==> config.mk <==
export PLATFORM = sky130hd
export DESIGN_NAME = shade_pixel_writer_flat
export DESIGN_NICKNAME = d
export VERILOG_FILES = /design/src/rtl/shade_pixel_writer_if.sv /design/src/rtl/shade_pixel_writer.sv /design/src/flat_wrapper.sv
export SDC_FILE = /design/constraint.sdc
export NUM_CORES = 1
export LEC_CHECK = 0
export BUFFER_PORTS_ARGS = -buffer_cell sky130_fd_sc_hd__buf_2
export CAP_MARGIN = 20
export CORE_UTILIZATION = 40
export CTS_BUF_LIST = sky130_fd_sc_hd__clkbuf_4
export DETAILED_ROUTE_END_ITERATION = 7
export REMOVE_ABC_BUFFERS = 1
export SYNTH_ARGS = -nofsm -noshare
export SYNTH_HDL_FRONTEND = slang
export SYNTH_SLANG_ARGS = --single-unit
==> constraint.sdc <==
create_clock -name clk -period 7.6 [get_ports clk]
set_input_delay 0.38 -clock clk [delete_from_list [all_inputs] [get_ports clk]]
set_output_delay 0.38 -clock clk [all_outputs]
set_load 0.02 [all_outputs]
==> src/rtl/shade_pixel_writer_if.sv <==
// Shaded pixel stream and framebuffer write port of the shade pixel writer.
// The slave modport is the writer's view; the master modport drives it.
interface shade_pixel_writer_if #(
    parameter int RGB_WIDTH  = 8,
    parameter int ADDR_WIDTH = 17
) ();
    logic                   frame_start_in;
    logic [3*RGB_WIDTH-1:0] color_in;
    logic                   color_valid_in;
    logic                   fb_ready_in;
    logic                   fb_we_out;
    logic [ADDR_WIDTH-1:0]  fb_addr_out;
    logic [3*RGB_WIDTH-1:0] fb_data_out;

    modport master (
        output frame_start_in, color_in, color_valid_in, fb_ready_in,
        input  fb_we_out, fb_addr_out, fb_data_out
    );

    modport slave (
        input  frame_start_in, color_in, color_valid_in, fb_ready_in,
        output fb_we_out, fb_addr_out, fb_data_out
    );
endinterface

==> src/rtl/shade_pixel_writer.sv <==
// Buffers the unthrottled shaded pixel stream in a small FIFO and writes each pixel
// to its raster address in the framebuffer through a stallable write register.
module shade_pixel_writer #(
    parameter int H_RES      = 320,
    parameter int V_RES      = 240,
    parameter int FIFO_DEPTH = 16,
    parameter int RGB_WIDTH  = 8,
    parameter int ADDR_WIDTH = 17
) (
    input  logic                clk,
    input  logic                reset,
    shade_pixel_writer_if.slave px_if,
    output logic                busy_out,
    output logic                frame_done_out,
    output logic                overflow_out
);
    localparam int NPIX  = H_RES * V_RES;
    localparam int PIX_W = 3 * RGB_WIDTH;
    localparam int ENT_W = ADDR_WIDTH + PIX_W;
    localparam int PTR_W = $clog2(FIFO_DEPTH);
    localparam int CNT_W = ADDR_WIDTH + 1;
    localparam logic [CNT_W-1:0] FRAME_PIX = CNT_W'(NPIX);
    localparam logic [PTR_W:0]   FIFO_FULL = (PTR_W+1)'(FIFO_DEPTH);

    localparam logic [1:0] ST_IDLE = 2'd0;
    localparam logic [1:0] ST_RUN  = 2'd1;
    localparam logic [1:0] ST_DONE = 2'd2;

    logic [1:0]            state_q, state_d;
    logic [CNT_W-1:0]      acc_q, acc_d;
    logic [PTR_W-1:0]      wr_ptr_q, wr_ptr_d;
    logic [PTR_W-1:0]      rd_ptr_q, rd_ptr_d;
    logic [PTR_W:0]        level_q, level_d;
    logic                  we_q, we_d;
    logic [ADDR_WIDTH-1:0] addr_q, addr_d;
    logic [PIX_W-1:0]      data_q, data_d;
    logic                  ovf_q, ovf_d;

    // Each entry carries its raster index so dropped pixels leave address gaps.
    logic [ENT_W-1:0]      fifo_mem [FIFO_DEPTH];
    logic [ENT_W-1:0]      in_entry;
    logic [ENT_W-1:0]      head_entry;

    logic in_run, fifo_empty, fifo_full, can_load, take, bypass, pop, push, drop;

    assign in_run     = (state_q == ST_RUN);
    assign fifo_empty = (level_q == '0);
    assign fifo_full  = (level_q == FIFO_FULL);
    assign can_load   = in_run && (!we_q || px_if.fb_ready_in);
    assign take       = in_run && px_if.color_valid_in && (acc_q < FRAME_PIX);
    // An empty FIFO lets a fresh pixel go straight into the write register.
    assign bypass     = take && can_load && fifo_empty;
    assign pop        = can_load && !fifo_empty;
    assign push       = take && !bypass && (!fifo_full || pop);
    assign drop       = take && fifo_full && !pop;
    assign in_entry   = {acc_q[ADDR_WIDTH-1:0], px_if.color_in};
    assign head_entry = fifo_mem[rd_ptr_q];

    always_comb begin
        // NOTE: every next-state signal takes its hold value first, so no path leaves one unassigned and no latch is inferred.
        state_d  = state_q;
        acc_d    = acc_q;
        wr_ptr_d = wr_ptr_q;
        rd_ptr_d = rd_ptr_q;
        level_d  = level_q;
        we_d     = we_q;
        addr_d   = addr_q;
        data_d   = data_q;
        ovf_d    = ovf_q;

        case (state_q)
            ST_IDLE: begin
                if (px_if.frame_start_in) begin
                    state_d = ST_RUN;
                    acc_d   = '0;
                    ovf_d   = 1'b0;
                end
            end
            ST_RUN: begin
                if (take) acc_d = acc_q + 1'b1;
                if (drop) ovf_d = 1'b1;
                if (push) wr_ptr_d = wr_ptr_q + 1'b1;
                if (pop)  rd_ptr_d = rd_ptr_q + 1'b1;
                if (push && !pop)      level_d = level_q + 1'b1;
                else if (pop && !push) level_d = level_q - 1'b1;
                if ((acc_q == FRAME_PIX) && fifo_empty && (!we_q || px_if.fb_ready_in))
                    state_d = ST_DONE;
            end
            ST_DONE: state_d = ST_IDLE;
            default: state_d = ST_IDLE;
        endcase

        if (bypass) begin
            we_d   = 1'b1;
            addr_d = acc_q[ADDR_WIDTH-1:0];
            data_d = px_if.color_in;
        end else if (pop) begin
            we_d             = 1'b1;
            {addr_d, data_d} = head_entry;
        end else if (px_if.fb_ready_in) begin
            we_d = 1'b0;
        end
    end

    always_ff @(posedge clk or negedge reset) begin
        if (!reset) begin
            state_q  <= ST_IDLE;
            acc_q    <= '0;
            wr_ptr_q <= '0;
            rd_ptr_q <= '0;
            level_q  <= '0;
            we_q     <= 1'b0;
            addr_q   <= '0;
            data_q   <= '0;
            ovf_q    <= 1'b0;
        end else begin
            // NOTE: non-blocking assignments so every register samples pre-edge values.
            state_q  <= state_d;
            acc_q    <= acc_d;
            wr_ptr_q <= wr_ptr_d;
            rd_ptr_q <= rd_ptr_d;
            level_q  <= level_d;
            we_q     <= we_d;
            addr_q   <= addr_d;
            data_q   <= data_d;
            ovf_q    <= ovf_d;
        end
    end

    // NOTE: the storage array has no reset; the level counter alone defines which entries are valid.
    always_ff @(posedge clk) begin
        if (push) fifo_mem[wr_ptr_q] <= in_entry;
    end

    assign px_if.fb_we_out   = we_q;
    assign px_if.fb_addr_out = addr_q;
    assign px_if.fb_data_out = data_q;
    assign busy_out          = in_run;
    assign frame_done_out    = (state_q == ST_DONE);
    assign overflow_out      = ovf_q;
endmodule

==> src/flat_wrapper.sv <==
// flat-port wrapper written by rule: the top's interface ports become plain ports
module shade_pixel_writer_flat 
#(
    parameter int H_RES      = 320,
    parameter int V_RES      = 240,
    parameter int FIFO_DEPTH = 16,
    parameter int RGB_WIDTH  = 8,
    parameter int ADDR_WIDTH = 17
)
  (clk, reset, busy_out, frame_done_out, overflow_out, px_if_frame_start_in, px_if_color_in, px_if_color_valid_in, px_if_fb_ready_in, px_if_fb_we_out, px_if_fb_addr_out, px_if_fb_data_out);
  shade_pixel_writer_if #(.RGB_WIDTH(RGB_WIDTH), .ADDR_WIDTH(ADDR_WIDTH)) px_if_i ();
  input  logic clk;
  input  logic reset;
  output logic busy_out;
  output logic frame_done_out;
  output logic overflow_out;
  input wire logic [$bits(px_if_i.frame_start_in)-1:0] px_if_frame_start_in;
  input wire logic [$bits(px_if_i.color_in)-1:0] px_if_color_in;
  input wire logic [$bits(px_if_i.color_valid_in)-1:0] px_if_color_valid_in;
  input wire logic [$bits(px_if_i.fb_ready_in)-1:0] px_if_fb_ready_in;
  output wire logic [$bits(px_if_i.fb_we_out)-1:0] px_if_fb_we_out;
  output wire logic [$bits(px_if_i.fb_addr_out)-1:0] px_if_fb_addr_out;
  output wire logic [$bits(px_if_i.fb_data_out)-1:0] px_if_fb_data_out;
  assign px_if_i.frame_start_in = px_if_frame_start_in;
  assign px_if_i.color_in = px_if_color_in;
  assign px_if_i.color_valid_in = px_if_color_valid_in;
  assign px_if_i.fb_ready_in = px_if_fb_ready_in;
  assign px_if_fb_we_out = px_if_i.fb_we_out;
  assign px_if_fb_addr_out = px_if_i.fb_addr_out;
  assign px_if_fb_data_out = px_if_i.fb_data_out;
  shade_pixel_writer #(.H_RES(H_RES), .V_RES(V_RES), .FIFO_DEPTH(FIFO_DEPTH), .RGB_WIDTH(RGB_WIDTH), .ADDR_WIDTH(ADDR_WIDTH)) u_core (.clk(clk), .reset(reset), .px_if(px_if_i), .busy_out(busy_out), .frame_done_out(frame_done_out), .overflow_out(overflow_out));
endmodule
==> results of run 1 <==
-- flip-flops by register name, indices dropped and copies added (netlist names) --
| register | count |
|---|---|
| u_core.rd_ptr_q | 4 |
| u_core.acc_q | 18 |
| u_core.overflow_out | 1 |
| u_core.fifo_mem | 656 |
| u_core.state_q | 2 |
| u_core.px_if.fb_we_out | 1 |
| u_core.px_if.fb_addr_out | 17 |
| u_core.px_if.fb_data_out | 24 |
| u_core.wr_ptr_q | 4 |
| u_core.level_q | 5 |
-- worst min-delay path, stage by stage --
cell	delay, ps
buf_2	100
nor4bb_1	140
o211a_1	360
nand2_1	170
o31ai_1	60
-- layer usage --
layer | vias to the layer above | global-route usage (%) | routed length, um
met3 | 113 | 4.02 | 4150
met2 | 519 | 31.4 | 33100
li1 | 6329 | - | -
met1 | 7811 | 25.4 | 28500
met4 | 0 | 7.00 | 1320
met5 | - | 0 | 0
-- path summary, 6_finish.rpt --
path	end	slack (ps)	depth (start not counted)
max	u_core.fifo_mem[10][23]	3790	5
min	u_core.acc_q[1]	270	5
max reg2reg	u_core.fifo_mem[10][23]	3790	5
min reg2reg	u_core.px_if.fb_addr_out[7]	510	1
max in group asynchronous	u_core.acc_q[4]	6440	4
min in group asynchronous	u_core.px_if.fb_addr_out[0]	570	4
-- placed cells by master, fill, tap and decap left out, types with 3 or more instances in the layout --
cell type | netlist | layout
and3_1 | 18 | 3
ha_1 | 11 | 11
diode_2 | 0 | 6
nand2b_1 | 5 | 5
o2111ai_1 | 5 | 5
o22ai_1 | 48 | 48
and2_1 | 5 | 5
nor3_1 | 7 | 6
buf_2 | 21 | 72
and3_2 | 0 | 14
xnor2_1 | 12 | 12
nand2_1 | 16 | 15
dfrtp_1 | 76 | 73
nor2b_1 | 7 | 4
a21o_1 | 3 | 3
dlygate4sd3_1 | 0 | 29
nand3_1 | 6 | 6
xor2_1 | 11 | 11
mux2_2 | 3 | 3
inv_1 | 9 | 9
a221o_1 | 17 | 17
edfxtp_1 | 656 | 656
or3_1 | 25 | 25
clkbuf_4 | 0 | 289
a21oi_1 | 71 | 71
o21ai_0 | 7 | 7
mux4_2 | 164 | 164
nor2_1 | 43 | 42
buf_4 | 12 | 29
a22oi_1 | 34 | 34
inv_2 | 1 | 9
clkinv_2 | 0 | 5
nand4_1 | 4 | 4
clkinv_1 | 0 | 24
nor4_1 | 6 | 6
-- logic make-up (layout without fill, tap and decap cells) --
family                     count (synthesis)  after routing  synth area share (%)
AOI/OAI and AO/OA                        195            195                  4.46
xor gates and xnor gates                  23             23                 0.714
adders and majority gates                 12             12                 0.559
buffers and inverters                     92            470                  1.64
DFF                                      732            732                  76.5
muxes                                    167            167                  13.2
other                                      0              6                     0
and+or+nand+nor                          151            151                  2.88
-- through the flow --
| stage | setup slack, ps | TNS, ps | instance area [um^2] | utilization (%) |
|---|---|---|---|---|
| after floorplan | -65.3 | -1090 | 27800 | - |
| after global placement | 3920 | 0 | 29600 | 42.4 |
| after detailed placement | 3780 | 0 | 29600 | 42.4 |
| after CTS | 3750 | 0 | 32300 | 46.2 |
| after global routing | 3550 | 0 | 32300 | 46.2 |
| final | 3790 | 0 | 32300 | 46.2 |
-- layout make-up --
type	instances	area, um^2
clock inverters	39	183
fillers	6029	37600
clock buffers	289	2170
well taps	940	1180
multi-input cells	548	6200
repair buffers	132	916
diodes	6	15.0
inverters	10	37.5
flip-flops and latches	732	21600
-- report_power, final --
part	switching (mW)	internal, mW
logic	1.69	1.35
clock network	1.53	1.75
registers	0.374	4.95
-- timing repair --
action,in CTS,in global routing
hold endpoints to repair,452,0
buffers inserted,0,0
hold buffers,30,0
==> flow_summary.yaml, run 1 <==
power:
  p_per_area_mw_per_mm2: 360
  leakage_nw: 10.8
  p_total_mw: 11.6
  irDropWorstVdd_uv: 283
synthesis:
  synth_cell_type_count: 50
  ys.flop_type: "edfxtp_1"
  synthArstFlopShare_pct: 10.4
  syn_avg_cell_area_um2: 20.6
  synth-seq-cells: 732
  yosysTopAreaCell: "edfxtp_1"
  synth_area_mm2: 0.0282
  yosysSeqAreaShare_pct: 76.5
  synthCells: 1372
  netlist_top_cells_count: "edfxtp_1 (656), mux4_2 (164), dfrtp_1 (76), a21oi_1 (71), o22ai_1 (48)"
  yosysTopAreaCellShare_pct: 69.8
  synth_edf_count: 656
  yosys_warnings: 0
  synth.area.top_cells: "edfxtp_1 (70%), mux4_2 (13%), dfrtp_1 (6.7%)"
  yosysMostFrequentCell: "edfxtp_1"
critical_path:
  cp.required_ps: 8220
  max_stage_delay_ps: 820
  reg2reg_from: "u_core.acc_q[15]"
  worst-setup-path-type: "reg2reg"
  cp-startpoint: "u_core.acc_q[15]"
  worst_setup_path_end_kind: "flop"
  path_buf_inv: 1
  crit_family: "simple AND/OR/NAND/NOR gates"
  cp_slowest_cell: "and3_2"
  worstPathArrival_ps: 4430
  startpoint_type: "flop"
  worstPathMaxFanout: 23
  cp_cell_sequence: "o21ai_0, o211a_1, and2_1, and3_2, buf_4"
timing:
  setup_viol: 0
  max-slew-margin-rel_pct: 24.6
  hold_viol: 0
  finClkSkew_ps: 43.7
  fin_crit_ps: 3810
  holdWs_ps: 273
  tightest_slew_ps: 1130
  fin_crit_sh_pct: 50.1
  finalMaxSlewViolations: 0
  rsz0062_at_grt: "no"
  fmax_mhz: 263
routing:
  drtIter0Drc: 1292
  drc: 0
  ant_nets: 0
  routed_wl_mm: 67.1
  firstDrtPassIters: 5
  route.detailed.wl_per_inst_um: 24.9
  via_per_inst: 5.48
  dr_total_vias: 14800
global_route:
  grt_pass1_vias: 15800
  grt_pass1_wl_mm: 99.2
  antenna_found_initial: 2
  grt_max_degree: 83
  overflow: 0
  grt_usage_pct: 19.2
floorplan:
  die_w_um: 268
  initial_core_util_pct: 40.4
  die-area_mm2: 0.0716
  ios: 74
  num_rows: 97
  core_area_mm2: 0.0699
  die-height_um: 268
hold_path:
  hp-class: "in2reg"
  min-delay-start: "px_if_color_valid_in"
cts:
  ctsResizeCount: 0
  clk_pin_slew_worst_paths_ps: 60
  htree_levels: 4
  cts_tree: "built"
  clock-sinks: 732
  clk_path_buf_depth: 3
  numCtsBuffers: 183
  root_buffer: "clkbuf_4"
  clk_latency_ps: 990
cells_and_area:
  layout-drive-gt1-share_pct: 34.5
  instances_no_fill: 2696
  area_delta_synth_final_pct: 14.5
  nets: 1648
flow_run:
  cap_violations: 0
run_status:
  outcome: "finished clean"
placed_design:
  dp.cells: 2332
  dp_hpwl_mm: 32.4
  io_buffer_count: 73
  gp_congestion: 0.722
Power figures use the tool's default switching activity.
==> run 2, diff against run 1 <==
Clock period 7.6 ns to 3.3 ns, I/O delays scaled along.
==> run 2 against run 1 <==
Via count increased by 2.1%. Clock power increased by 140%. Non-clock buffer count increased by 61. Sequential power increased by 130%. Cell count increased by 2.6%. Critical path type unchanged. Largest cell class unchanged. Largest power group unchanged.
==> flow_summary.yaml, run 2 (same netlist as run 1, synthesis figures left out) <==
timing:
  rsz0062_at_grt: "no"
  setup_viol: 0
  finClkSkew_ps: 59.2
  fmax_mhz: 351
  fin_crit_sh_pct: 86.3
  finalMaxSlewViolations: 0
  tightest_slew_ps: 1060
  fin_crit_ps: 2850
  hold_viol: 0
  max-slew-margin-rel_pct: 29.1
  holdWs_ps: 92.7
cells_and_area:
  layout_commonest_cell: "edfxtp_1"
  area_delta_synth_final_pct: 17.6
  layout-drive-gt1-share_pct: 34.7
  final_cell_mix: "edfxtp_1 (656), clkbuf_4 (297), mux4_2 (164), dfrtp_1 (73), buf_2 (72)"
  fillerInstances: 5956
  final_area_mm2: 0.0332
  fin_util_pct: 47.5
  top_register: "u_core.fifo_mem"
  nets: 1709
  largest_reg_flops: 656
cts:
  numCtsBuffers: 183
  clk_path_buf_depth: 3
  htree_levels: 4
  ctsResizeCount: 0
  clock-sinks: 732
  cts_tree: "built"
  root_buffer: "clkbuf_4"
  clk_latency_ps: 1040
  clk_pin_slew_worst_paths_ps: 70
hold_path:
  worstHoldEndpoint: "u_core.fifo_mem[4][9]"
  min-delay-start: "px_if_color_in[9]"
  hp-class: "in2reg"
  whs_path_depth: 2
routing:
  firstDrtPassIters: 5
  dr_total_vias: 15100
  routed_wl_mm: 68.8
  via_per_inst: 5.46
  drtIter0Drc: 1456
  ant_nets: 0
  drc: 0
  route.detailed.wl_per_inst_um: 24.9
placed_design:
  place_area_mm2: 0.0301
  gp_congestion: 0.737
  dp_hpwl_mm: 32.7
  io_buffer_count: 73
critical_path:
  worst-setup-path-type: "reg2reg"
  r2r_cells: 11
  r2r_setup_slack_ps: 450
  worst_setup_path_end_kind: "flop"
  worstPathMaxFanout: 5
  startpoint_type: "flop"
  reg2reg_from: "u_core.level_q[1]"
  r2r_end: "u_core.level_q[4]"
  cp.required_ps: 4220
  worstPathArrival_ps: 3770
power:
  irDropWorstVdd_uv: 412
  leakage_nw: 11.2
  p_per_area_mw_per_mm2: 824
global_route:
  grt_pass1_wl_mm: 102
  antenna_found_initial: 5
  overflow: 0
  grt_usage_pct: 19.9
  grt_pass1_vias: 16100
  grt_max_degree: 68
floorplan:
  num_rows: 97
  initial_core_util_pct: 40.4
  ios: 74
  core_area_mm2: 0.0699
  die-height_um: 268
  die-area_mm2: 0.0716
  die_w_um: 268
flow_run:
  cap_violations: 0
run_status:
  outcome: "finished clean"
[run 2: worst max-delay path: stages, from the launching register on]
cell     delay (ps)
dfrtp_1         440
nor4_2          440
o21ai_0         230
and2_1          230
ha_1            200
inv_1           170
ha_1            310
a21o_1          190
a21oi_1         170
xnor2_1         140
nand2_1          80
xnor2_1         140
[run 2: worst max-delay path by stage]
stage | from | end
after floorplan | u_core.rd_ptr_q[0] | u_core.px_if.fb_addr_out[0]
after global placement | u_core.level_q[1] | u_core.level_q[4]
after detailed placement | u_core.level_q[0] | u_core.level_q[4]
after CTS | u_core.level_q[1] | u_core.level_q[4]
after global routing | u_core.level_q[1] | u_core.level_q[4]
final | u_core.level_q[1] | u_core.level_q[4]
[run 2: metal layers]
layer / track usage (%) / share of wire, % / wire (um) / up-vias
met5: 0 / 0.019 / 13 / -
met4: 7.69 / 2.3 / 1590 / 2
met3: 4.36 / 6.5 / 4460 / 125
met2: 31.8 / 48 / 33300 / 548
met1: 26.7 / 43 / 29400 / 7954
li1: - / - / - / 6457
[run 2: area by class of cell]
| type | count | area [um^2] | share of cell area [%] |
|---|---|---|---|
| Sequential cell | 732 | 21600 | 65.1 |
| Multi-Input combinational cell | 548 | 6200 | 18.7 |
| Clock buffer | 297 | 2230 | 6.72 |
| Timing Repair Buffer | 193 | 1730 | 5.20 |
| Tap cell | 940 | 1180 | 3.54 |
| Clock inverter | 39 | 208 | 0.626 |
| Inverter | 10 | 37.5 | 0.113 |
| Antenna cell | 6 | 15.0 | 0.0452 |
[run 2: timing repair]
action	CTS	global route
setup endpoints to repair	0	0
buffers inserted	0	0
endpoints found under the hold margin	517	0
hold buffers	64	0
[run 2: metrics by stage]
stage | std cells | total power [mW] | setup TNS (ps) | worst slack (ps)
5_1_grt | 2762 | 28.7 | 0 | 181
2_1_floorplan | 1290 | 16.6 | -264880 | -4370
3_3_place_gp | 2359 | 19.7 | 0 | 487
4_1_cts | 2759 | 27.7 | 0 | 404
6_report | 2765 | 27.4 | 0 | 453
3_5_place_dp | 2359 | 19.8 | 0 | 448
[run 2: report_power, final]
part           switching [mW]  internal [mW]  leakage (nW)
combinational            3.94           3.35          2.87
clock                    3.58           4.21          1.46
sequential              0.889           11.4          6.84
total                    8.41           18.9          11.2
==> run 3, diff against run 2 <==
Settings changed: CORE_UTILIZATION 40 to 55, PLACE_DENSITY set to 0.74.
==> run 3 against run 2 <==
Global-route usage increased by 5.0 points. Critical path depth grew 2. Worst setup slack worse by 55 ps. First-iteration DRC count grew 15%. Count of clock-buffer cells in the layout decreased by 31. Critical endpoint unchanged. Die area decreased by 27%. Core utilization is 17 points higher. Hold slack lost 9.0 ps. Fmax fell by 1.9%. Routed wire length down 8.3%.
==> flow_summary.yaml, run 3 (same netlist as run 1, synthesis figures left out) <==
power:
  power_frac_seq_pct: 45.4
  p_per_area_mw_per_mm2: 826
  p_int_mw: 18.5
  leakage_nw: 10.9
  p_total_mw: 26.8
  p_clk_share_pct: 27.8
  power_switching_mw: 8.23
  switching_share_pct: 30.8
  combPwrFrac_pct: 26.8
  irDropWorstVdd_uv: 569
cells_and_area:
  nets: 1676
  instances_no_fill: 2461
  fillerInstances: 3445
  area_delta_synth_final_pct: 14.8
  final_cell_mix: "edfxtp_1 (656), clkbuf_4 (266), mux4_2 (164), dfrtp_1 (73), buf_2 (72)"
  top_register: "u_core.fifo_mem"
  layout_commonest_cell: "edfxtp_1"
  largest_reg_flops: 656
  layout-drive-gt1-share_pct: 34.0
cts:
  clk_path_buf_depth: 3
  ctsResizeCount: 0
  clk_latency_ps: 1020
  root_buffer: "clkbuf_4"
  htree_levels: 4
  cts_tree: "built"
  numCtsBuffers: 180
  clk_pin_slew_worst_paths_ps: 80
  clock-sinks: 732
routing:
  drtIter0Drc: 1669
  dr_total_vias: 15000
  route.detailed.wl_per_inst_um: 25.6
  via_per_inst: 6.08
  drc: 0
  routed_wl_mm: 63.0
  firstDrtPassIters: 6
  ant_nets: 0
critical_path:
  worstPathMaxFanout: 7
  r2r_end: "u_core.level_q[4]"
  worst_setup_path_end_kind: "flop"
  r2r_cells: 13
  cp.required_ps: 4190
  r2r_setup_slack_ps: 400
  startpoint_type: "flop"
  reg2reg_from: "u_core.state_q[1]"
  worst-setup-path-type: "reg2reg"
  worstPathArrival_ps: 3790
timing:
  finalMaxSlewViolations: 0
  rsz0062_at_grt: "no"
  fmax_mhz: 345
  setup-tns-final_ps: 0
  fin_crit_sh_pct: 88.0
  tightest_slew_ps: 1010
  hold_viol: 0
  holdWs_ps: 83.7
  fin_crit_ps: 2900
  setup_viol: 0
  finClkSkew_ps: 43.4
  fin_ws_ps: 398
  max-slew-margin-rel_pct: 32.4
hold_path:
  whs_path_depth: 2
  min-delay-start: "px_if_color_in[11]"
  hp-class: "in2reg"
  worstHoldEndpoint: "u_core.fifo_mem[13][11]"
run_status:
  outcome: "finished clean"
floorplan:
  core_area_mm2: 0.0504
  die-area_mm2: 0.0522
  initial_core_util_pct: 56.0
  die_w_um: 229
  num_rows: 82
  die-height_um: 229
  ios: 74
global_route:
  antenna_found_initial: 2
  overflow: 0
  grt_usage_pct: 25.0
  grt_max_degree: 97
  grt_pass1_wl_mm: 94.8
  grt_pass1_vias: 15800
placed_design:
  io_buffer_count: 73
  dp_hpwl_mm: 32.3
  dp.cells: 2091
  gp_congestion: 0.762
  pre_cts_slack_ps: 416
flow_run:
  cap_violations: 0
run 3: cell count changes in the layout (fill, tap and decap cells not counted), sizes merged:
cell / previous run / this run
clkbuf: 297 / 266
clkinv: 31 / 54
clkinvlp: 2 / 5
dlygate4sd3: 63 / 33
inv: 14 / 13
run 3: worst max-delay path: stages, from the launching register on:
cell,delay [ps]
dfrtp_1,400
nand2b_2,260
inv_1,100
a21boi_0,100
o21ai_0,320
and2_1,210
ha_1,150
inv_1,110
fa_1,430
a21o_1,190
a21oi_1,170
xnor2_1,140
nand2_1,80
xnor2_1,150
run 3: power by group through the flow:
stage / sequential (mW) / clock, mW / combinational (mW)
2_1_floorplan: 12.8 / 0 / 3.76
3_3_place_gp: 12.3 / 0 / 7.11
3_5_place_dp: 12.4 / 0 / 7.21
4_1_cts: 12.2 / 7.57 / 7.28
5_1_grt: 12.3 / 8.05 / 7.69
6_report: 12.2 / 7.43 / 7.17
run 3: worst max path at each step:
stage               cells after the start                from  slack (ps)                     endpoint
finish                                 13   u_core.state_q[1]         400            u_core.level_q[4]
floorplan                               4  u_core.rd_ptr_q[0]       -4370  u_core.px_if.fb_addr_out[0]
CTS                                    13   u_core.state_q[1]         410            u_core.level_q[4]
global route                           13   u_core.state_q[1]         160            u_core.level_q[4]
global placement                       13   u_core.state_q[1]         520            u_core.level_q[4]
detailed placement                     13   u_core.state_q[1]         420            u_core.level_q[4]
run 3: final cells by class:
type | count | area [um^2] | area share (%)
Tap cell | 672 | 841 | 2.59
Antenna cell | 6 | 15.0 | 0.0463
Clock inverter | 64 | 327 | 1.01
Inverter | 10 | 37.5 | 0.116
Clock buffer | 266 | 2000 | 6.16
Multi-Input combinational cell | 548 | 6190 | 19.1
Timing Repair Buffer | 163 | 1390 | 4.29
Sequential cell | 732 | 21600 | 66.7
run 3: per-stage QoR:
| stage | cell area (um^2) | util (%) |
|---|---|---|
| detailed placement | 29700 | 59.0 |
| floorplan | 27800 | - |
| global placement | 29700 | 59.0 |
| finish | 32400 | 64.3 |
| global route | 32400 | 64.3 |
| CTS | 32400 | 64.3 |
run 3: per-layer routing:
layer  wire, um  global-route usage, %  vias up
met2      30700                   38.8      684
met4       1810                   10.8        0
met5          0                      0        -
met3       4690                   5.86      136
li1           -                      -     6387
met1      25900                   34.1     7749
run 3: what timing repair did:
item | 4_1_cts | 5_1_grt
setup buffers | 0 | 0
hold endpoints to repair | 512 | 0
hold buffers | 34 | 0
